### config.mk
export PLATFORM = sky130hd
export DESIGN_NAME = spi_sd
export DESIGN_NICKNAME = d
export VERILOG_FILES = /design/src/rtl/spi_sd.sv
export SDC_FILE = /design/constraint.sdc
export NUM_CORES = 1
export LEC_CHECK = 0
export CORE_MARGIN = 2
export CORE_UTILIZATION = 33
export CTS_CLUSTER_DIAMETER = 120
export CTS_CLUSTER_SIZE = 30
export DETAILED_ROUTE_END_ITERATION = 8
export PLACE_DENSITY_LB_ADDON = 0.25
export SLEW_MARGIN = 20
export SYNTH_ARGS = -nofsm -noshare
export SYNTH_HDL_FRONTEND = slang
export SYNTH_SLANG_ARGS = --single-unit
### constraint.sdc
create_clock -name MHZ48 -period 2 [get_ports MHZ48]
set_input_delay 0.6 -clock MHZ48 [delete_from_list [all_inputs] [get_ports MHZ48]]
set_output_delay 0.6 -clock MHZ48 [all_outputs]
set_load 0.1 [all_outputs]
### src/rtl/spi_sd.sv
// SPI master for the two SD card slots, mapped as four byte registers at $FE30-$FE33.
// Mode 0, MSB first, SCLK half-period of (DIV+1) MHZ48 cycles.
module spi_sd #(
  parameter logic [7:0] DIV_RESET = 8'd119
) (
  input  logic       MHZ48,
  input  logic       nRES,
  input  logic       nE,
  input  logic       RW,
  input  logic       nSEL,
  input  logic [1:0] A,
  input  logic [7:0] DIN,
  output logic [7:0] DOUT,
  output logic       DOE,
  output logic       nSD0,
  output logic       nSD1,
  output logic       MOSI,
  output logic       SCLK,
  input  logic       MISO
);

  typedef enum logic [1:0] {
    ST_IDLE = 2'd0,
    ST_LO   = 2'd1,
    ST_HI   = 2'd2
  } state_t;

  state_t      state_q, state_d;
  logic        pend_q, pend_d;
  logic [1:0]  a_q, a_d;
  logic        rw_q, rw_d;
  logic [7:0]  din_q, din_d;
  logic [1:0]  sel_q, sel_d;
  logic [7:0]  div_q, div_d;
  logic [7:0]  rx_data_q, rx_data_d;
  logic        ovr_q, ovr_d;
  logic [6:0]  shift_q, shift_d;
  logic [7:0]  rx_q, rx_d;
  logic [2:0]  bitcnt_q, bitcnt_d;
  logic [7:0]  cnt_q, cnt_d;
  logic [7:0]  reload_q, reload_d;
  logic        sclk_q, sclk_d;
  logic        mosi_q, mosi_d;
  logic        nsd0_q, nsd0_d;
  logic        nsd1_q, nsd1_d;

  logic        busy_s;
  logic        commit_s;
  logic        start_s;
  logic [7:0]  status_s;

  assign busy_s   = (state_q != ST_IDLE);
  assign commit_s = nE & pend_q;
  assign status_s = {busy_s, 1'b0, ovr_q, 3'b000, sel_q};

  assign DOE  = ~nE & ~nSEL & RW;
  assign nSD0 = nsd0_q;
  assign nSD1 = nsd1_q;
  assign MOSI = mosi_q;
  assign SCLK = sclk_q;

  // Read data mux, driven straight from the live address lines.
  always_comb begin
    case (A)
      2'd0:    DOUT = rx_data_q;
      2'd1:    DOUT = status_s;
      2'd2:    DOUT = div_q;
      default: DOUT = 8'h00;
    endcase
  end

  // Next-state logic: bus capture/commit, register writes and the shift FSM.
  always_comb begin
    state_d   = state_q;
    pend_d    = pend_q;
    a_d       = a_q;
    rw_d      = rw_q;
    din_d     = din_q;
    sel_d     = sel_q;
    div_d     = div_q;
    rx_data_d = rx_data_q;
    ovr_d     = ovr_q;
    shift_d   = shift_q;
    rx_d      = rx_q;
    bitcnt_d  = bitcnt_q;
    cnt_d     = cnt_q;
    reload_d  = reload_q;
    sclk_d    = sclk_q;
    mosi_d    = mosi_q;
    start_s   = 1'b0;

    // Capture and commit are mutually exclusive because they need opposite nE levels.
    if (~nE & ~nSEL) begin
      pend_d = 1'b1;
      a_d    = A;
      rw_d   = RW;
      din_d  = DIN;
    end else if (commit_s) begin
      pend_d = 1'b0;
    end else begin
      pend_d = pend_q;
    end

    if (commit_s) begin
      if (rw_q) begin
        if (a_q == 2'd1) begin
          ovr_d = 1'b0;
        end else begin
          ovr_d = ovr_q;
        end
      end else begin
        case (a_q)
          2'd0: begin
            if (busy_s) ovr_d = 1'b1;
            else        start_s = 1'b1;
          end
          2'd1: begin
            if (busy_s) ovr_d = 1'b1;
            else        sel_d = din_q[1:0];
          end
          2'd2:    div_d = din_q;
          default: div_d = div_q;
        endcase
      end
    end else begin
      ovr_d = ovr_q;
    end

    case (state_q)
      ST_IDLE: begin
        if (start_s) begin
          shift_d  = din_q[6:0];
          mosi_d   = din_q[7];
          reload_d = div_q;
          cnt_d    = div_q;
          bitcnt_d = 3'd0;
          state_d  = ST_LO;
        end else begin
          state_d  = ST_IDLE;
        end
      end
      ST_LO: begin
        if (cnt_q == 8'd0) begin
          sclk_d  = 1'b1;
          rx_d    = {rx_q[6:0], MISO};
          cnt_d   = reload_q;
          state_d = ST_HI;
        end else begin
          cnt_d   = cnt_q - 8'd1;
        end
      end
      ST_HI: begin
        if (cnt_q == 8'd0) begin
          sclk_d   = 1'b0;
          bitcnt_d = bitcnt_q + 3'd1;
          cnt_d    = reload_q;
          if (bitcnt_q == 3'd7) begin
            rx_data_d = rx_q;
            mosi_d    = 1'b1;
            state_d   = ST_IDLE;
          end else begin
            mosi_d    = shift_q[6];
            shift_d   = {shift_q[5:0], 1'b0};
            state_d   = ST_LO;
          end
        end else begin
          cnt_d = cnt_q - 8'd1;
        end
      end
      default: begin
        sclk_d  = 1'b0;
        mosi_d  = 1'b1;
        state_d = ST_IDLE;
      end
    endcase

    // SEL0 wins over SEL1, so 2'b11 selects only card 0.
    nsd0_d = ~sel_d[0];
    nsd1_d = ~(sel_d[1] & ~sel_d[0]);
  end

  // State and output registers.
  always_ff @(posedge MHZ48 or negedge nRES) begin
    if (!nRES) begin
      state_q   <= ST_IDLE;
      pend_q    <= 1'b0;
      a_q       <= 2'd0;
      rw_q      <= 1'b1;
      din_q     <= 8'h00;
      sel_q     <= 2'b00;
      div_q     <= DIV_RESET;
      rx_data_q <= 8'hFF;
      ovr_q     <= 1'b0;
      shift_q   <= 7'h00;
      rx_q      <= 8'h00;
      bitcnt_q  <= 3'd0;
      cnt_q     <= 8'd0;
      reload_q  <= 8'd0;
      sclk_q    <= 1'b0;
      mosi_q    <= 1'b1;
      nsd0_q    <= 1'b1;
      nsd1_q    <= 1'b1;
    end else begin
      state_q   <= state_d;
      pend_q    <= pend_d;
      a_q       <= a_d;
      rw_q      <= rw_d;
      din_q     <= din_d;
      sel_q     <= sel_d;
      div_q     <= div_d;
      rx_data_q <= rx_data_d;
      ovr_q     <= ovr_d;
      shift_q   <= shift_d;
      rx_q      <= rx_d;
      bitcnt_q  <= bitcnt_d;
      cnt_q     <= cnt_d;
      reload_q  <= reload_d;
      sclk_q    <= sclk_d;
      mosi_q    <= mosi_d;
      nsd0_q    <= nsd0_d;
      nsd1_q    <= nsd1_d;
    end
  end

endmodule

==> impl_results.md <==
- Failing checks: setup timing
- Worst-Margin Slew: approximately 0.47 ns
- Top Ports: 29
- Req. time, crit path: 1.40 ns
- Syn_area_per_cell: 12.28 sq um
- Clock Skews: slightly above 0.008 ns
- Fill cells: roughly 960
- Share of cells above drive strength 1: 0.5741
- WL final: around 8.4 mm
- VDD IR max: 0.0008641 V
- CP Max Fanout: 2
- Post-synth top area share: 0.3751
- Seq/Total Area, Yosys: 0.5088
- Critical path launch point type: flop
- Leak: 2.136 nW
- Initial DRC count: 101
- Starting density of the core: 0.3410
- Remaining global-route overflow: 0
- Vias: 2616
- Fmax: a little under 0.5 GHz
- Status: complete, but fails checks
- Layout area overhead: 40.73%
- Initial antenna violation count: 0
- Total Power: between 5 and 6 mW
- First-pass GRT wire length: between 10 and 15 mm
- Final period util: 1.021
- GPL Wtd Cong: 0.8483
- Antenna-violating nets left: 0
- DRT Pass-1 Iters: 4
- Core ar.: 0.01037 sq mm
- Hold_buf cts: 0
- Vias/cell: 5.089
- Vias in the first global route: 2720
- Worst Hold Class: in -> async
- Final min period: 2.042 ns
- Final non-filler cell total: slightly above 500
- Syn Inst Count: 288
- Pin count of the biggest net entering global routing: 40
- Diodes inserted: 0
- Yosys warnings: 0
- CTS root buf: clkbuf_8
- GRT Util Overall: 0.1569
- Area leader, netlist: dfrtp_1
- Crit-path cells: inv_2 > ha_4 > nand2_2 > o21ai_2 > o21ai_4 > buf_12
- Dominant cells by area after synthesis: dfrtp_1 38%, mux2_2 20%, dfstp_2 13%
- CP top delay family: flip-flops
- Synth Net Count: 313
- Fin. Hold Viols: 0
- Max-cap violation count: 0
- Longest Clk Path Bufs: 2
- WP data arrival: 1.44 ns
- Clock transition at path regs: 0.08 ns
- Routed len/inst: 16.33 microns
- Num rows: 37
- Post-DP HPWL: ~6.1 mm
- Fin util: 0.4799
- Fin Setup TNS: -0.09116 ns
- Post-route worst setup slack: -0.04165 ns
- Drt drc: 0
- Final setup vio count: 4
- Relative slew margins: 0.6884
- Crit-path slowest cell: dfrtp_1
- Top FF cell, synth: dfrtp_1
- Max Slew Vio Count: 0
- Commonest non-fill, non-tap cell in the layout: mux2_2
- Layout Nets: roughly 400
- Mapped Area: ~0.0035 sq mm
- DIE AREA: 0.01156 sq mm
- Num Clock Sinks: 71
- Placed cell count: 490
- Buffers and inverters on the worst path: 2
- DP Worst Slack: -0.5062 ns
- Commonest cells after routing, fill and taps aside: 59 x mux2_2, 53 x dfrtp_1, 49 x buf_4
- TritonCTS clock tree: built
- # port buffers: 28
- Async S/R FF share, synth: 1.000
- Die Y: 107.5 microns
- Number of flops mapped to enable cells by yosys: 0
- RSZ-0062 raised after global routing: true
- Crit path kind: reg -> out
- Die width: 107.5 microns
- H-tree Lvls: 3
- Total power divided by cell area: 1180 mW/mm^2
- #FFs+latches synth: 71
- CP peak stage delay: 0.38 ns
- Worst-Skew Late Latency: 0.35 ns
- Total CTS buffers: 9
- Yosys cell types: 50
- Endpoint type of the worst setup path: output port
[path summary, 6_finish.rpt]
path / startpoint / depth (start not counted) / endpoint / slack, ns
max: state_q[1] / 6 / DOUT[7] / -0.04
min: nRES / 1 / state_q[0] / 0.20
max reg2reg: bitcnt_q[0] / 7 / shift_q[4] / 0.05
min reg2reg: sel_q[0] / 1 / nSD0 / 0.48
max in group asynchronous: nRES / 2 / rx_data_q[0] / 1.15
min in group MHZ48: sel_q[0] / 1 / nSD0 / 0.48
[logic make-up (layout without fill, tap and decap cells)]
logic type	count (synthesis)	after routing	synth area share
simple gates	58	58	0.08918
flops	71	71	0.5088
mux	70	70	0.2201
compound gates	53	53	0.1118
buf+inv	24	114	0.03079
fa+ha+maj	9	9	0.03185
xor+xnor	3	3	0.007432
[state kept, by name, indices dropped and copies added, names as in the netlist, 2 cells and up]
signal / cells
a_q: 2
bitcnt_q: 3
cnt_q: 8
din_q: 8
div_q: 8
reload_q: 8
rx_data_q: 8
rx_q: 8
sel_q: 2
shift_q: 7
state_q: 2
[through the flow]
step | instance area, sq um | hold WS (ns)
2_1_floorplan | 3656 | 0.3044
3_3_place_gp | 4538 | 0.4666
3_5_place_dp | 4538 | 0.4662
4_1_cts | 4915 | 0.1988
5_1_grt | 4976 | 0.2229
6_report | 4976 | 0.1991
[layout make-up]
cell class,count,area (sq um),area share
Clock inverter,7,73.82,0.01484
Sequential cell,71,1799,0.3616
Inverter,11,41.29,0.008298
Clock buffer,9,123.9,0.02489
Tap cell,136,170.2,0.03420
Multi-Input combinational cell,193,1869,0.3757
Timing Repair Buffer,87,898.4,0.1805
[routing by layer]
layer / part of all wire / up-vias / global-route usage
li1: - / 1228 / -
met1: 0.46 / 1321 / 0.2043
met2: 0.50 / 55 / 0.2592
met3: 0.029 / 12 / 0.02542
met4: 0.017 / 0 / 0.06502
met5: 0 / - / 0
[cell usage after synthesis, drive strengths merged, types with 2 or more instances]
master and number:
nor2b 3, xnor2 3, inv 11, o21ai 11, o2bb2ai 4, ha 9
dfstp 18, mux2i 8, o221ai 2, a31o 3, o211ai 4, nand2b 2
a2bb2oi 3, a21oi 7, and3 2, a31oi 2, nand2 20, nand3 2
nor3 5, buf 6, mux2 62, a221oi 5, clkbuf 7, dfrtp 53
a211oi 2, nand4 2, nor3b 4, nor2 12
[report_power, final]
part	internal [mW]	total, mW	switching [mW]
Sequential	1.91	2.27	0.358
Combinational	1.21	2.47	1.26
Clock	0.577	1.14	0.558
[what timing repair did]
action                     in CTS  in global routing
buffers inserted                6                  2
resized for setup              47                 12
cloned                          1                  0
setup endpoints to repair      29                 30
pin swaps                       8                  1
No activity file was read; power rests on OpenSTA's default activity.
